`config.mk`:
```
export PLATFORM = sky130hd
export DESIGN_NAME = axil_bus_master
export DESIGN_NICKNAME = d
export VERILOG_FILES = /design/src/rtl/axil_bus_master_pkg.sv /design/src/rtl/axil_byte_lane.sv /design/src/rtl/axil_bus_master.sv
export SDC_FILE = /design/constraint.sdc
export NUM_CORES = 1
export LEC_CHECK = 0
export ABC_AREA = 1
export ABC_CLOCK_PERIOD_IN_PS = 4500
export BUFFER_PORTS_ARGS = -buffer_cell sky130_fd_sc_hd__buf_2
export CORE_ASPECT_RATIO = 2
export CORE_UTILIZATION = 49
export DETAILED_ROUTE_END_ITERATION = 8
export PLACE_DENSITY = 0.86
export SETUP_SLACK_MARGIN = 0.5
export SKIP_CTS_REPAIR_TIMING = 1
export SLEW_MARGIN = 20
export SYNTH_ARGS = -nofsm -noshare
export SYNTH_HDL_FRONTEND = slang
export SYNTH_SLANG_ARGS = --single-unit
```
`constraint.sdc`:
```
create_clock -name clk -period 4.5 [get_ports clk]
set_clock_uncertainty 0.2 [all_clocks]
set_input_delay 0.9 -clock clk [delete_from_list [all_inputs] [get_ports clk]]
set_output_delay 0.9 -clock clk [all_outputs]
set_load 0.05 [all_outputs]
```
`src/rtl/axil_bus_master_pkg.sv`:
```
// rtl/axil_bus_master_pkg.sv - state encoding and AXI constants for axil_bus_master
package axil_bus_master_pkg;

  typedef enum logic [2:0] {
    ST_IDLE    = 3'd0,
    ST_RD_ADDR = 3'd1,
    ST_RD_DATA = 3'd2,
    ST_WR_ADDR = 3'd3,
    ST_WR_RESP = 3'd4,
    ST_DRAIN   = 3'd5
  } axil_state_t;

  localparam logic [1:0] AXI_RESP_OKAY   = 2'b00;
  localparam logic [1:0] AXI_RESP_SLVERR = 2'b10;
  localparam logic [7:0] TIMEOUT_RDATA   = 8'hFF;

endpackage

```
`src/rtl/axil_byte_lane.sv`:
```
// rtl/axil_byte_lane.sv - byte-lane alignment of write data/strobes and read byte extraction
module axil_byte_lane (
  input  logic [1:0]  i_lane,
  input  logic [31:0] i_wdata,
  input  logic [3:0]  i_wstrb,
  input  logic [31:0] i_rdata,
  output logic [31:0] o_wdata,
  output logic [3:0]  o_wstrb,
  output logic [7:0]  o_rbyte
);

  logic [4:0] w_shift;

  assign w_shift = {i_lane, 3'b000};
  // Strobes shifted past lane 3 fall off the top of the 4-bit bus.
  assign o_wdata = i_wdata << w_shift;
  assign o_wstrb = i_wstrb << i_lane;
  assign o_rbyte = i_rdata[w_shift +: 8];

endmodule

```
`src/rtl/axil_bus_master.sv`:
```
// rtl/axil_bus_master.sv - single-outstanding AXI4-Lite master for byte-wide CPU requests
// Optional watchdog with DRAIN recovery enabled by AXIL_BUS_MASTER_TIMEOUT_EN.
module axil_bus_master
  import axil_bus_master_pkg::*;
#(
  parameter int unsigned TIMEOUT_CYCLES = 1024
) (
  input  logic        clk,
  input  logic        rst_n,
  input  logic        req_valid,
  output logic        req_ready,
  input  logic        req_is_read,
  input  logic [31:0] req_A32,
  input  logic [31:0] req_D32,
  input  logic [3:0]  req_wstrb,
  output logic        rsp_valid,
  output logic [7:0]  rsp_rdata,
  output logic        rsp_err,
  output logic [31:0] m_awaddr,
  output logic        m_awvalid,
  input  logic        m_awready,
  output logic [31:0] m_wdata,
  output logic [3:0]  m_wstrb,
  output logic        m_wvalid,
  input  logic        m_wready,
  input  logic [1:0]  m_bresp,
  input  logic        m_bvalid,
  output logic        m_bready,
  output logic [31:0] m_araddr,
  output logic        m_arvalid,
  input  logic        m_arready,
  input  logic [31:0] m_rdata,
  input  logic [1:0]  m_rresp,
  input  logic        m_rvalid,
  output logic        m_rready
);

  if (TIMEOUT_CYCLES < 2 || TIMEOUT_CYCLES > 65535) begin : g_bad_timeout
    $error("TIMEOUT_CYCLES must be in 2..65535");
  end

  axil_state_t r_state;
  logic        r_is_read;
  logic        r_ar_done;
  logic        r_aw_done;
  logic        r_w_done;
  logic [1:0]  r_lane;
  logic [31:0] r_addr;
  logic [31:0] r_wdata;
  logic [3:0]  r_wstrb;
  logic        r_rsp_valid;
  logic        r_rsp_err;
  logic [7:0]  r_rsp_rdata;

  logic [1:0]  w_lane;
  logic [31:0] w_wdata;
  logic [3:0]  w_wstrb;
  logic [7:0]  w_rbyte;
  logic        w_ar_hs;
  logic        w_aw_hs;
  logic        w_w_hs;
  logic        w_r_hs;
  logic        w_b_hs;
  logic        w_drain_rd;
  logic        w_drain_wr;
  logic        w_timeout;

  assign req_ready = (r_state == ST_IDLE);

  // Lane comes from the live request while idle, from the latched address otherwise.
  assign w_lane = req_ready ? req_A32[1:0] : r_lane;

  axil_byte_lane u_byte_lane (
    .i_lane  (w_lane),
    .i_wdata (req_D32),
    .i_wstrb (req_wstrb),
    .i_rdata (m_rdata),
    .o_wdata (w_wdata),
    .o_wstrb (w_wstrb),
    .o_rbyte (w_rbyte)
  );

`ifdef AXIL_BUS_MASTER_TIMEOUT_EN
  logic [15:0] r_cnt;

  always_ff @(posedge clk or negedge rst_n) begin
    if (!rst_n) begin
      r_cnt <= 16'd0;
    end else if (req_ready) begin
      r_cnt <= 16'd0;
    end else begin
      r_cnt <= r_cnt + 16'd1;
    end
  end

  assign w_timeout  = (r_cnt == 16'(TIMEOUT_CYCLES - 1)) && !req_ready && (r_state != ST_DRAIN);
  assign w_drain_rd = (r_state == ST_DRAIN) && r_is_read;
  assign w_drain_wr = (r_state == ST_DRAIN) && !r_is_read;
`else
  assign w_timeout  = 1'b0;
  assign w_drain_rd = 1'b0;
  assign w_drain_wr = 1'b0;
`endif

  // DRAIN finishes whatever handshakes the abandoned transaction still owes.
  assign m_arvalid = (r_state == ST_RD_ADDR) || (w_drain_rd && !r_ar_done);
  assign m_rready  = (r_state == ST_RD_DATA) || (w_drain_rd && r_ar_done);
  assign m_awvalid = ((r_state == ST_WR_ADDR) || w_drain_wr) && !r_aw_done;
  assign m_wvalid  = ((r_state == ST_WR_ADDR) || w_drain_wr) && !r_w_done;
  assign m_bready  = (r_state == ST_WR_RESP) || (w_drain_wr && r_aw_done && r_w_done);

  assign m_araddr = r_addr;
  assign m_awaddr = r_addr;
  assign m_wdata  = r_wdata;
  assign m_wstrb  = r_wstrb;

  assign w_ar_hs = m_arvalid && m_arready;
  assign w_aw_hs = m_awvalid && m_awready;
  assign w_w_hs  = m_wvalid && m_wready;
  assign w_r_hs  = m_rvalid && m_rready;
  assign w_b_hs  = m_bvalid && m_bready;

  assign rsp_valid = r_rsp_valid;
  assign rsp_rdata = r_rsp_rdata;
  assign rsp_err   = r_rsp_err;

  always_ff @(posedge clk or negedge rst_n) begin
    if (!rst_n) begin
      r_state     <= ST_IDLE;
      r_is_read   <= 1'b0;
      r_ar_done   <= 1'b0;
      r_aw_done   <= 1'b0;
      r_w_done    <= 1'b0;
      r_lane      <= 2'd0;
      r_addr      <= 32'd0;
      r_wdata     <= 32'd0;
      r_wstrb     <= 4'd0;
      r_rsp_valid <= 1'b0;
      r_rsp_err   <= 1'b0;
      r_rsp_rdata <= 8'h00;
    end else begin
      r_rsp_valid <= 1'b0;
      if (w_ar_hs) r_ar_done <= 1'b1;
      if (w_aw_hs) r_aw_done <= 1'b1;
      if (w_w_hs)  r_w_done  <= 1'b1;

      // A response arriving on the watchdog cycle still wins over the timeout.
      if (w_timeout && !w_r_hs && !w_b_hs) begin
        r_rsp_valid <= 1'b1;
        r_rsp_err   <= 1'b1;
        r_rsp_rdata <= TIMEOUT_RDATA;
        r_state     <= ST_DRAIN;
      end else begin
        case (r_state)
          ST_IDLE: begin
            if (req_valid) begin
              r_is_read <= req_is_read;
              r_lane    <= req_A32[1:0];
              r_addr    <= {req_A32[31:2], 2'b00};
              r_wdata   <= w_wdata;
              r_wstrb   <= w_wstrb;
              r_ar_done <= 1'b0;
              r_aw_done <= 1'b0;
              r_w_done  <= 1'b0;
              r_state   <= req_is_read ? ST_RD_ADDR : ST_WR_ADDR;
            end
          end
          ST_RD_ADDR: begin
            if (w_ar_hs) r_state <= ST_RD_DATA;
          end
          ST_RD_DATA: begin
            if (w_r_hs) begin
              r_rsp_valid <= 1'b1;
              r_rsp_rdata <= w_rbyte;
              r_rsp_err   <= (m_rresp & AXI_RESP_SLVERR) != AXI_RESP_OKAY;
              r_state     <= ST_IDLE;
            end
          end
          ST_WR_ADDR: begin
            if ((r_aw_done || w_aw_hs) && (r_w_done || w_w_hs)) r_state <= ST_WR_RESP;
          end
          ST_WR_RESP: begin
            if (w_b_hs) begin
              r_rsp_valid <= 1'b1;
              r_rsp_rdata <= 8'h00;
              r_rsp_err   <= (m_bresp & AXI_RESP_SLVERR) != AXI_RESP_OKAY;
              r_state     <= ST_IDLE;
            end
          end
          ST_DRAIN: begin
            if (w_r_hs || w_b_hs) r_state <= ST_IDLE;
          end
          default: r_state <= ST_IDLE;
        endcase
      end
    end
  end

endmodule

```
==> impl_metrics.py, run 1 <==
metrics = {
    "run_status": {
        "status": "completed",
    },
    "synth": {
        "avgSynthCellArea_um2": 7.59,
        "yosysSeqAreaShare_pct": 47.5,
        "ys_types": 29,
        "yosysWarnings": 0,
        "netlist_instances": 577,
        "yosys_register_bits": 83,
        "syn_area_um2": 4380,
    },
    "sta": {
        "rsz0062_at_grt": "false",
        "min_period_over_period_pct": 60.8,
        "max_slew.worst_pin.slew_ns": 0.766,
        "slew_viol_final": 0,
        "final.min_clock_period_ns": 2.73,
        "slew_headroom_pct": 48.9,
        "fmax_mhz": 366,
        "hold_viol": 0,
        "setup_tns_ns": 0,
        "setup_viol": 0,
    },
    "drt": {
        "drc": 0,
        "via_per_inst": 5.15,
        "finalWirelength_um": 11700,
        "final_antenna_net_count": 0,
        "dr.pass1.iters": 5,
        "wl_per_cell_um": 13.6,
        "drt_iter0_drc": 199,
        "vias": 4447,
    },
    "floorplan": {
        "die_h_um": 136,
        "dieWidth_um": 68.8,
        "start_util_pct": 50.6,
        "dieArea_um2": 9340,
        "core-area_um2": 8650,
        "pin_count": 229,
        "rows": 48,
    },
    "grt": {
        "grt_pass1_wl_um": 18700,
        "grt_max_degree": 84,
        "grt_usage_pct": 26.7,
        "gr-total-overflow": 0,
        "antenna_found_initial": 1,
        "grt_pass1_vias": 4268,
    },
    "critical_path": {
        "rr_startpoint": "r_state[1]",
        "endpoint": "m_bready",
        "r2r_slack_ns": 2.03,
        "r2r.worst_path.cells": 7,
        "r2r-end": "m_wdata[3]",
        "cp-start-kind": "flip-flop",
        "cp-startpoint": "r_state[2]",
        "criticalPathCategory": "flip-flop to output port",
        "cp_max_fo": 5,
        "endpoint_kind": "output port",
        "crit_required_ns": 3.40,
        "worstPathArrival_ns": 1.63,
    },
    "place": {
        "io_buffers": 222,
        "globalplace.congestion": 0.906,
        "dp_hpwl_um": 8700,
    },
    "cells_and_area": {
        "fillers": 787,
        "final_common_cell": "nand2_1",
        "layout_common_cells": "240 x nand2_1, 221 x buf_2, 97 x nand3_1",
        "fin_nets": 872,
        "synthToLayoutAreaGrowth_pct": 27.1,
        "drive_gt1_share_pct": 33.8,
    },
    "clocking": {
        "htreeDepth": 3,
        "cts.clk_slew.worst_paths_ns": 0.06,
        "cts_tree": "done",
        "clkSinkCount": 83,
        "cts_buffer_depth": 2,
        "clock_latency_ns": 0.33,
        "root_buffer": "clkbuf_16",
        "cts_buffers": 9,
    },
    "worst_hold_path": {
        "hp-class": "flip-flop to flip-flop",
    },
    "flow_run": {
        "maxCapViolCount": 0,
    },
}
## critical path, stage by stage, from the launching register on
cell and delay (ns):
dfrtp_1 0.45, inv_1 0.12, nor3_1 0.38, buf_2 0.35
## worst min-delay path by stage
stage / slack [ns] / from / cells after the start / to
6_report: 0.27 / m_wdata[10] / 2 / m_wdata[10]
4_1_cts: 0.28 / m_wdata[9] / 2 / m_wdata[9]
3_5_place_dp: 0.26 / rsp_rdata[5] / 2 / rsp_rdata[5]
3_3_place_gp: 0.26 / rsp_rdata[5] / 2 / rsp_rdata[5]
5_1_grt: 0.29 / m_wdata[12] / 2 / m_wdata[12]
2_1_floorplan: 0.33 / r_lane[1] / 2 / r_lane[1]
## per-stage QoR
step / hold WS, ns / area (um^2) / cells / utilization [%] / worst slack (ns)
after floorplan: 0.330 / 4390 / 580 / - / 1.68
after global placement: 0.261 / 5270 / 848 / 60.9 / 1.82
after detailed placement: 0.260 / 5270 / 848 / 60.9 / 1.77
after CTS: 0.277 / 5560 / 863 / 64.2 / 1.76
after global routing: 0.289 / 5560 / 864 / 64.3 / 1.67
final: 0.273 / 5560 / 864 / 64.3 / 1.77
## per-layer routing
metal  vias to the layer above  wire length [um]  GRT usage [%]
met2                       212              6100           46.2
met5                         -                 0              0
li1                       2142                 -              -
met3                        44               764           5.56
met1                      2049              4260           27.8
met4                         0               595           16.9
## synth_stat cells (all sizes together)
cell    instances  area (um^2)
inv            47          176
o21bai          1         7.51
dfrtp          83         2080
nand2         246          958
or2             9         56.3
buf            51          354
conb            1         3.75
nor3            2         10.0
clkbuf          4         15.0
nor2            7         52.6
a21oi           1         5.00
o211ai          9         67.6
nand3          99          505
clkinv          1         3.75
o21ai          16         83.8
## cells by family after synthesis
group	synth area share, %
other cells	0.0857
compound gates	3.74
flops	47.5
buf+inv	12.5
simple gates	36.2
## flip-flops by register name, indices dropped and copies added, names as in the netlist
name       cells
m_wdata       32
m_araddr      30
rsp_rdata      8
m_wstrb        4
r_state        3
r_lane         2
r_aw_done      1
r_w_done       1
rsp_err        1
rsp_valid      1
## cell type report
class / instances / area (um^2) / share of cell area (%)
Inverter: 48 / 180 / 3.24
Clock inverter: 6 / 65.1 / 1.17
Sequential cell: 83 / 2080 / 37.3
Antenna cell: 1 / 2.50 / 0.0450
Tap cell: 100 / 125 / 2.25
Clock buffer: 9 / 225 / 4.05
Multi-Input combinational cell: 394 / 1760 / 31.7
Timing Repair Buffer: 223 / 1120 / 20.2
Power of run 1 is not shown: default switching activity piles up to over one toggle a cycle in this logic, so the estimate is an artifact.
==> inputs of run 2 (changes only) <==
--- a/config.mk
+++ b/config.mk
@@ -6,12 +6,12 @@
 export NUM_CORES = 1
 export LEC_CHECK = 0
 export ABC_AREA = 1
-export ABC_CLOCK_PERIOD_IN_PS = 4500
+export ABC_CLOCK_PERIOD_IN_PS = 2800
 export BUFFER_PORTS_ARGS = -buffer_cell sky130_fd_sc_hd__buf_2
 export CORE_ASPECT_RATIO = 2
-export CORE_UTILIZATION = 49
+export CORE_UTILIZATION = 46
 export DETAILED_ROUTE_END_ITERATION = 8
-export PLACE_DENSITY = 0.86
+export PLACE_DENSITY = 0.81
 export SETUP_SLACK_MARGIN = 0.5
 export SKIP_CTS_REPAIR_TIMING = 1
 export SLEW_MARGIN = 20
==> constraint.sdc (replaced) <==
create_clock -name clk -period 2.8 [get_ports clk]
set_clock_uncertainty 0.2 [all_clocks]
set_input_delay 0.56 -clock clk [delete_from_list [all_inputs] [get_ports clk]]
set_output_delay 0.56 -clock clk [all_outputs]
set_load 0.05 [all_outputs]
==> impl_metrics.py, run 2 (same netlist as run 1, synthesis figures left out) <==
metrics = {
    "flow_run": {
        "maxCapViolCount": 0,
    },
    "critical_path": {
        "worstPathArrival_ns": 1.50,
        "worst-path-buf-inv": 2,
        "crit_family": "flip-flops",
        "r2r_slack_ns": 0.62,
        "crit_chain": "inv_1 -> nor3_2 -> clkbuf_4",
        "cp-start-kind": "flip-flop",
        "rr_startpoint": "r_state[0]",
        "endpoint_kind": "output port",
        "cpMaxStageDelayCell": "dfrtp_1",
        "crit_required_ns": 2.04,
        "max_stage_delay_ns": 0.46,
        "r2r-end": "m_wdata[26]",
        "r2r.worst_path.cells": 7,
        "cp_max_fo": 5,
        "criticalPathCategory": "flip-flop to output port",
    },
    "floorplan": {
        "rows": 50,
        "start_util_pct": 47.0,
        "dieArea_um2": 9930,
        "core-area_um2": 9320,
        "dieWidth_um": 71.0,
        "pin_count": 229,
        "die_h_um": 140,
    },
    "sta": {
        "final.min_clock_period_ns": 2.26,
        "setup_tns_ns": 0,
        "min_period_over_period_pct": 80.7,
        "max_slew.worst_pin.slew_ns": 0.685,
        "slew_headroom_pct": 54.1,
        "fin_hold_ws_ns": -0.0121,
        "fmax_mhz": 443,
        "slew_viol_final": 0,
        "rsz0062_at_grt": "true",
        "setup_viol": 0,
        "setup_ws_ns": 0.541,
        "hold_viol": 7,
    },
    "place": {
        "post-place-ws_ns": 0.606,
        "dp_hpwl_um": 9430,
        "io_buffers": 222,
        "globalplace.congestion": 0.932,
    },
    "clocking": {
        "clock_latency_ns": 0.33,
        "cts_tree": "done",
        "cts_buffer_depth": 2,
        "clkSinkCount": 83,
        "root_buffer": "clkbuf_16",
        "cts.clk_slew.worst_paths_ns": 0.07,
        "cts_buffers": 9,
        "htreeDepth": 3,
    },
    "cells_and_area": {
        "synthToLayoutAreaGrowth_pct": 29.5,
        "largest_reg_flops": 32,
        "fin_util_pct": 60.8,
        "fin_nets": 878,
        "diodes": 0,
        "fillers": 853,
        "final_common_cell": "nand2_1",
        "drive_gt1_share_pct": 34.8,
        "layout_common_cells": "240 x nand2_1, 218 x buf_2, 97 x nand3_1",
    },
    "drt": {
        "dr.pass1.iters": 7,
        "wl_per_cell_um": 14.7,
        "final_antenna_net_count": 0,
        "finalWirelength_um": 12800,
        "drt_iter0_drc": 359,
        "drc": 11,
        "via_per_inst": 5.09,
        "vias": 4451,
    },
    "grt": {
        "grt_max_degree": 46,
        "gr-total-overflow": 0,
        "grt_usage_pct": 26.2,
        "grt_pass1_vias": 4329,
        "antenna_found_initial": 0,
        "grt_pass1_wl_um": 20500,
    },
    "run_status": {
        "violations": "design-rule violations, negative hold slack",
        "status": "finished with violations",
    },
    "worst_hold_path": {
        "hp-class": "input port to asynchronous set/reset pin",
    },
}
run 2: how the worst max path moves through the flow:
stage / from / slack [ns] / depth (start not counted) / end
2_1_floorplan: r_state[2] / 0.71 / 3 / m_awvalid
3_3_place_gp: req_valid / 0.60 / 7 / m_wdata[30]
4_1_cts: r_state[2] / 0.52 / 3 / m_bready
6_report: r_state[2] / 0.54 / 3 / m_bready
5_1_grt: r_state[2] / 0.46 / 3 / m_bready
3_5_place_dp: r_state[1] / 0.61 / 7 / m_wdata[25]
run 2: area by class of cell:
cell class	instances	area (um^2)	area share, %
Clock buffer	10	239	4.22
Multi-Input combinational cell	395	1790	31.5
Timing Repair Buffer	228	1180	20.8
Tap cell	104	130	2.30
Inverter	48	184	3.24
Clock inverter	6	72.6	1.28
Sequential cell	83	2080	36.6
run 2: through the flow:
step | instance area, um^2 | std cells | hold WS, ns
floorplan | 4400 | 580 | 0.0644
global placement | 5330 | 857 | 0.263
detailed placement | 5330 | 857 | 0.264
CTS | 5640 | 873 | 0.00576
global route | 5670 | 874 | 0.0384
finish | 5670 | 874 | -0.0121
run 2: per-layer routing:
layer	share of wire, %	track usage (%)	vias to the layer above
li1	-	-	2163
met2	52	45.7	188
met3	5.1	4.24	36
met5	0	0	-
met4	4.4	15.2	0
met1	38	29.6	2064
Power of run 2 is left out for the same reason.
